--- src/rtl/pg_read_flush_tracker.sv ---
// Counts outstanding host reads and quiesces the read path on flush. Outputs are registered and
// follow inputs by one edge; there is no backpressure, and o_tx_block gates new reads while flushing.
module pg_read_flush_tracker #(
  parameter int CNT_WIDTH      = 10,
  parameter int TIMEOUT_CYCLES = 65536,
  parameter int TMR_WIDTH      = 17
) (
  input  logic                 clk,
  input  logic                 reset,
  input  logic                 i_flush_req,
  input  logic                 i_rd_req,
  input  logic                 i_rd_cpl_last,
  input  logic                 i_err_clear,
  output logic                 o_tx_block,
  output logic                 o_sel_mmio_rsp,
  output logic                 o_read_flush_done,
  output logic [CNT_WIDTH-1:0] o_outstanding,
  output logic                 o_timeout_err,
  output logic                 o_cnt_err
);

  typedef enum logic [1:0] {IDLE, DRAIN, DONE} state_t;

  localparam logic [CNT_WIDTH-1:0] CNT_MAX  = '1;
  localparam logic [TMR_WIDTH-1:0] TMR_LAST = TMR_WIDTH'(TIMEOUT_CYCLES - 1);

  state_t               state_q, state_d;
  logic [CNT_WIDTH-1:0] count_q, count_d;
  logic [TMR_WIDTH-1:0] timer_q, timer_d;
  logic                 tx_block_q, tx_block_d;
  logic                 sel_mmio_q, sel_mmio_d;
  logic                 done_q, done_d;
  logic                 timeout_err_q, timeout_err_d;
  logic                 cnt_err_q, cnt_err_d;
  logic                 cnt_evt;
  logic                 tmo_evt;

  // Saturating counter; a coincident request and completion cancel out.
  always_comb begin
    count_d = count_q;
    cnt_evt = 1'b0;
    if (i_rd_req && !i_rd_cpl_last) begin
      if (count_q == CNT_MAX) cnt_evt = 1'b1;
      else                    count_d = count_q + CNT_WIDTH'(1);
    end else if (i_rd_cpl_last && !i_rd_req) begin
      if (count_q == '0) cnt_evt = 1'b1;
      else               count_d = count_q - CNT_WIDTH'(1);
    end
  end

  always_comb begin
    state_d = state_q;
    timer_d = timer_q;
    tmo_evt = 1'b0;
    case (state_q)
      IDLE: begin
        timer_d = '0;
        if (i_flush_req) state_d = DRAIN;
      end
      DRAIN: begin
        if (!i_flush_req) begin
          state_d = IDLE;
          timer_d = '0;
        end else if (count_q == '0 && !i_rd_req) begin
          state_d = DONE;
        end else if (timer_q == TMR_LAST) begin
          state_d = DONE;
          tmo_evt = 1'b1;
        end else begin
          timer_d = timer_q + TMR_WIDTH'(1);
        end
      end
      DONE: begin
        if (!i_flush_req) begin
          state_d = IDLE;
          timer_d = '0;
        end
      end
      default: begin
        state_d = IDLE;
        timer_d = '0;
      end
    endcase

    tx_block_d    = (state_d != IDLE);
    sel_mmio_d    = (state_d != IDLE);
    done_d        = (state_d == DONE);
    // A new error event takes priority over a same-cycle clear.
    timeout_err_d = tmo_evt | (timeout_err_q & ~i_err_clear);
    cnt_err_d     = cnt_evt | (cnt_err_q & ~i_err_clear);
  end

  always_ff @(posedge clk or posedge reset) begin
    if (reset) begin
      state_q       <= IDLE;
      count_q       <= '0;
      timer_q       <= '0;
      tx_block_q    <= 1'b0;
      sel_mmio_q    <= 1'b0;
      done_q        <= 1'b0;
      timeout_err_q <= 1'b0;
      cnt_err_q     <= 1'b0;
    end else begin
      state_q       <= state_d;
      count_q       <= count_d;
      timer_q       <= timer_d;
      tx_block_q    <= tx_block_d;
      sel_mmio_q    <= sel_mmio_d;
      done_q        <= done_d;
      timeout_err_q <= timeout_err_d;
      cnt_err_q     <= cnt_err_d;
    end
  end

  assign o_tx_block        = tx_block_q;
  assign o_sel_mmio_rsp    = sel_mmio_q;
  assign o_read_flush_done = done_q;
  assign o_outstanding     = count_q;
  assign o_timeout_err     = timeout_err_q;
  assign o_cnt_err         = cnt_err_q;

endmodule

--- config.mk ---
export PLATFORM = sky130hd
export DESIGN_NAME = pg_read_flush_tracker
export DESIGN_NICKNAME = d
export VERILOG_FILES = /design/src/rtl/pg_read_flush_tracker.sv
export SDC_FILE = /design/constraint.sdc
export NUM_CORES = 1
export LEC_CHECK = 0
export CORE_MARGIN = 1.5
export CORE_UTILIZATION = 40
export DETAILED_ROUTE_END_ITERATION = 8
export PLACE_DENSITY = 0.68
export SLEW_MARGIN = 20
export SYNTH_ARGS = -nofsm -noshare
export SYNTH_HDL_FRONTEND = slang
export SYNTH_SLANG_ARGS = --single-unit
--- constraint.sdc ---
create_clock -name clk -period 5.02 [get_ports clk]
set_input_delay 0.502 -clock clk [delete_from_list [all_inputs] [get_ports clk]]
set_output_delay 0.502 -clock clk [all_outputs]
set_load 0.005 [all_outputs]
* Yosys cells after proc, flatten, opt, wreduce, memory -nomap -nowiden
Cells that the tools add are included.
Operators by class: reduce and logical (&&, ||, !) cells 11, multiplexer cells 23, add/subtract/negate cells 3, equality and inequality tests 10, bitwise logic cells 5
Operators by type and width (number):
- 17-bit 2-to-1 mux | 4
- 10-bit 2-to-1 mux | 4
- 17-bit one-hot mux with 2 select lines | 1
- 17-bit by 1-bit adder with 17-bit output, second input constant | 1
- 17-bit by 16-bit == test with 1-bit output, second input constant | 1
- 10-bit by 1-bit adder with 10-bit output, second input constant | 1
- 10-bit == test, second input constant | 1
- 10-bit logical NOT | 1
- 2-bit 2-to-1 mux | 5
- 10-bit by 1-bit subtractor with 10-bit output, second input constant | 1
- 1-bit 2-to-1 mux | 8
- 2-bit inequality test, second input constant | 3
- 3-bit inequality test, second input constant | 2
- 2-bit one-hot mux with 3 select lines | 1
- 3-bit AND reduction | 2
- 2-bit == test, second input constant | 2
- 2-bit nonzero test | 2
- 1-bit logical AND | 3
- 1-bit bitwise AND | 2
- 2-bit by 1-bit == test with 1-bit output, second input constant | 1
- 1-bit logical NOT | 2
- 2-bit logical NOT | 1
- 1-bit OR | 2
- 1-bit inverter | 1
Word-level totals: output and inout bits 15, input port bits 6, register bits after elaboration 33, word-level logic and storage cells 59

* Depth between registers and ports, before layout
depth after elaboration 6, mapped depth 11, gate-level depth less buffers 10

* Worst setup path after synthesis
Ideal clock, no wire load.
path kind input-to-reg, from input port i_rd_cpl_last, to register count_q[8] (netlist: o_outstanding[8]), arrival time 2441 ps, setup time 125 ps, data required time 4895 ps, setup slack 2454 ps, stages on the path 10, path buffers 0, cell sequence inv_1 ha_1 inv_1 fa_1 a211oi_2 o21bai_1 or3_1 a31oi_1 xnor2_1 mux2_4
On the way: cells in the longest elaborated chain, start to end 4, elaborated cells between the ends (all ways) 8, classes of those cells eq/ne (2); mux (1); reduce/logical (5)
RTL lines:
- start: declaration | line 12 | input logic i_rd_cpl_last,
- 1-bit logical NOT | line 42 | if (i_rd_req && !i_rd_cpl_last) begin
- 1-bit logical AND | line 42
- 2-bit inequality test (no line) / 2-bit nonzero test (equally long branches)
- 3-bit AND reduction (no line)
- end signal: assignment | line 105 | count_q <= count_d;
- end: declaration | line 28 | logic [CNT_WIDTH-1:0] count_q, count_d;
Several ways; a longest one is shown, not always the timed one. A chain may end at the register's enable or synchronous reset.

* Worst setup path after layout
from input port i_rd_req, to register count_q[8] (netlist: o_outstanding[8])
On the way: cells in the longest elaborated chain, start to end 4, elaborated cells between the ends (all ways) 8, classes of those cells eq/ne (2); mux (1); reduce/logical (5)
RTL lines:
- start: declaration | line 11 | input logic i_rd_req,
- 1-bit logical NOT | line 45 | end else if (i_rd_cpl_last && !i_rd_req) begin
- 1-bit logical AND | line 45
- 2-bit nonzero test (no line)
- 3-bit AND reduction (no line)
Several ways; a longest one is shown, not always the timed one.

==> results.md <==
* Run status: completed
* Critical Path Source Type: input port
* Maximum achievable frequency at 0.335 GHz
* Area growth syn-to-layout at 17.9%
* Detail Route met3 WL at 115 um
* Smallest hold slack at 498 ps
* Final Power at 1040 uW
* Arrival @ worst endpoint at 3160 ps
* Post-synth design cell area at 1950 um^2
* ANT cells at 0
* H-tree depth at 2
* Setup TNS at 0 ps
* Cell variety after synth at 39
* Final instance area at 2300 um^2
* CP startpoint: i_rd_req
* Commonest non-fill, non-tap cell in the layout: dfrtp_1
* # Max-Cap Violations at 0
* Post-route ant nets at 0
* Clk_lat worst skew at 290 ps
* Dpl cell area at 2220 um^2
* Min-Delay Startpoint: state_q[1]
* Peak supply drop at 0.185 mV
* Power Dens Cells at 452 nW/um^2
* Slew Viols, Final at 0
* Detailed-route DRC error count at 0
* Final Hold Viols at 0
* WL/cell at 13.1 um
* Seq/Total Area, Yosys at 42.3%
* Post-CTS Setup Inserts at 0
* Clock buffer count from CTS at 5
* Clock Path Buffers at 2
* Setup crit end kind: register
* Vias/cell at 5.11
* Number of hold-repair buffers added at the cts stage at 0
* RSZ-0062 raised after global routing: false
* Cells after Synth at 198
* DIE HEIGHT at 72.8 um
* Root Driver: clkbuf_8
* Clock Skew at 6.44 ps
* Final Cycle Share at 59.5%
* Final wirelength at 3.79 mm
* Clk sinks at 33
* Slowest cell on the critical path: clkdlybuf4s50_1
* Met2 wire len at 1.81 mm
* Slowest Stage Delay on Critical Path at 500 ps
* Die ar. at 5300 um^2
* First-pass GRT wire length at 6.80 mm
* Total track usage at 16.6%
* Least-Margin Pin Slew at 1050 ps
* Syn_nets at 217
* CTS resizes at 0
* TritonRoute pass-1 iters at 4
* Synth warnings at 0
* #FFs+latches synth at 33
* Fraction of layout cells with a size suffix above 1 at 8.97%
* Chip width at 72.8 um
* Port bufs at 20
* RD Place Congestion at 0.803
* Max_slew headroom at 29.6%
* CP required at 5190 ps
* Vias at 1,483
* Final net count at 241
* # rows at 25
* Initial antenna violation count at 0
* Crit-path max FO at 10
* Mapped Avg Cell Area at 9.85 um^2
* Core Footprint at 4720 um^2
* DRT iter0 DRCs at 80
* Largest net degree at the start of global routing at 34
* Final Util at 48.7%
* Pleak at 0.000946 uW
* M1 WL at 1.82 mm
* Critical path, cell by cell: clkdlybuf4s50_1 > ha_1 > inv_1 > fa_1 > a211oi_2 > o21bai_1 > or3_1 > a31oi_1 > xnor2_1 > mux2_4
* Hold Crit Class: register to register
* CP Class: input port to register
* Starting Density at 41.3%
* TritonCTS clock tree: built
* FF-to-FF Start: timer_q[9]
* Top routing layer in use: met4
* Setup-failing EPs final at 0
* DP HPWL at 2.72 mm
* Clock transition at path regs at 70 ps
* Vias in the first global route at 1,490
* Congestion Overflow GR at 0
* Tmin final at 2990 ps
* Most frequent cells in the layout: dfrtp_1 (33), clkdlybuf4s50_1 (20), nor2_1 (16)
* I/O Pins at 21
-- metrics by stage --
| step | cells | setup slack [ps] |
|---|---|---|
| after global placement | 282 | 1850 |
| after global routing | 290 | 1860 |
| after CTS | 290 | 2050 |
| after floorplan | 198 | 2450 |
| final | 290 | 2030 |
| after detailed placement | 282 | 1730 |
-- layer usage --
layer | track usage [%] | vias up
met3 | 4.97 | 6
li1 | - | 750
met2 | 26.4 | 19
met1 | 21.7 | 708
met4 | 5.45 | 0
met5 | 0 | -
-- flip-flops by register name, indices dropped and copies added, names as in the netlist --
register / flops
o_outstanding: 10
state_q: 2
o_cnt_err: 1
o_read_flush_done: 1
o_sel_mmio_rsp: 1
o_timeout_err: 1
timer_q: 17
-- cell type report --
type / count / area [um^2]
sequential: 33 / 826
fill: 432 / 2420
multi-input combinational: 152 / 1070
clock buffer: 8 / 80.1
tap: 67 / 83.8
timing repair buffer: 21 / 208
inverter: 9 / 33.8
-- cells by family (layout without fill, tap and decap cells) --
logic type,count (synthesis),after routing,synth area share (%)
AND/OR/NAND/NOR,68,68,17.9
AO/OA/AOI/OAI,43,43,14.3
flip-flops,33,33,42.3
XOR/XNOR,19,19,8.53
adder cells (fa/ha/maj),13,13,8.72
buffers and inverters,13,38,2.89
multiplexers,9,9,5.32
-- synthesized netlist by cell type --
cell type,count,area (um^2)
o21ai_1,1,5.00
o211ai_1,1,7.51
nor3_1,6,30.0
or3_1,5,31.3
nor2b_1,7,43.8
clkbuf_1,2,7.51
buf_4,2,15.0
a21boi_0,2,15.0
a41oi_2,1,16.3
a211oi_2,1,12.5
nor2_1,16,60.1
xor2_1,9,78.8
a31oi_1,2,12.5
a21o_1,4,30.0
mux2_4,1,15.0
nor3b_1,1,7.51
nand2_1,9,33.8
mux2i_1,1,10.0
inv_1,9,33.8
nand3_1,10,50.1
a21o_2,1,8.76
xnor2_1,10,87.6
o21bai_1,2,15.0
fa_1,1,20.0
dfrtp_1,33,826
o21bai_2,1,11.3
and4_1,2,17.5
nand2b_1,2,12.5
a31o_2,1,8.76
nand4_1,4,25.0
and3_1,3,18.8
ha_1,12,150
nor4_1,2,12.5
nor2_2,1,6.26
o21ai_0,10,50.1
a22oi_1,1,7.51
a21oi_1,14,70.1
mux2_2,7,78.8
o2111ai_1,1,8.76
-- final timing paths --
| path | slack (ps) | to | cells after the start |
|---|---|---|---|
| min in group asynchronous | 610 | timer_q[12] | 3 |
| max in group asynchronous | 4110 | o_read_flush_done | 3 |
| setup / recovery | 2030 | o_outstanding[8] | 10 |
| hold / removal | 500 | state_q[0] | 1 |
| hold reg to reg | 500 | state_q[0] | 1 |
| setup reg to reg | 2180 | timer_q[14] | 10 |
-- worst max-delay path, delay by kind of cell --
| family | cells | cell delay, ps |
|---|---|---|
| muxes | 1 | 260 |
| AOI/OAI and AO/OA | 3 | 520 |
| buffers and inverters | 2 | 720 |
| adders and majority gates | 2 | 740 |
| and+or+nand+nor | 1 | 320 |
| xor gates and xnor gates | 1 | 100 |
-- power breakdown --
part           switching, uW  internal (uW)  leakage [uW]  total, uW
logic                    197            265      0.000475        462
registers               73.7            314      0.000432        387
clock network           91.6           98.4     0.0000395        190
total                    363            677      0.000946       1040
(Power assumes the default switching activity.)
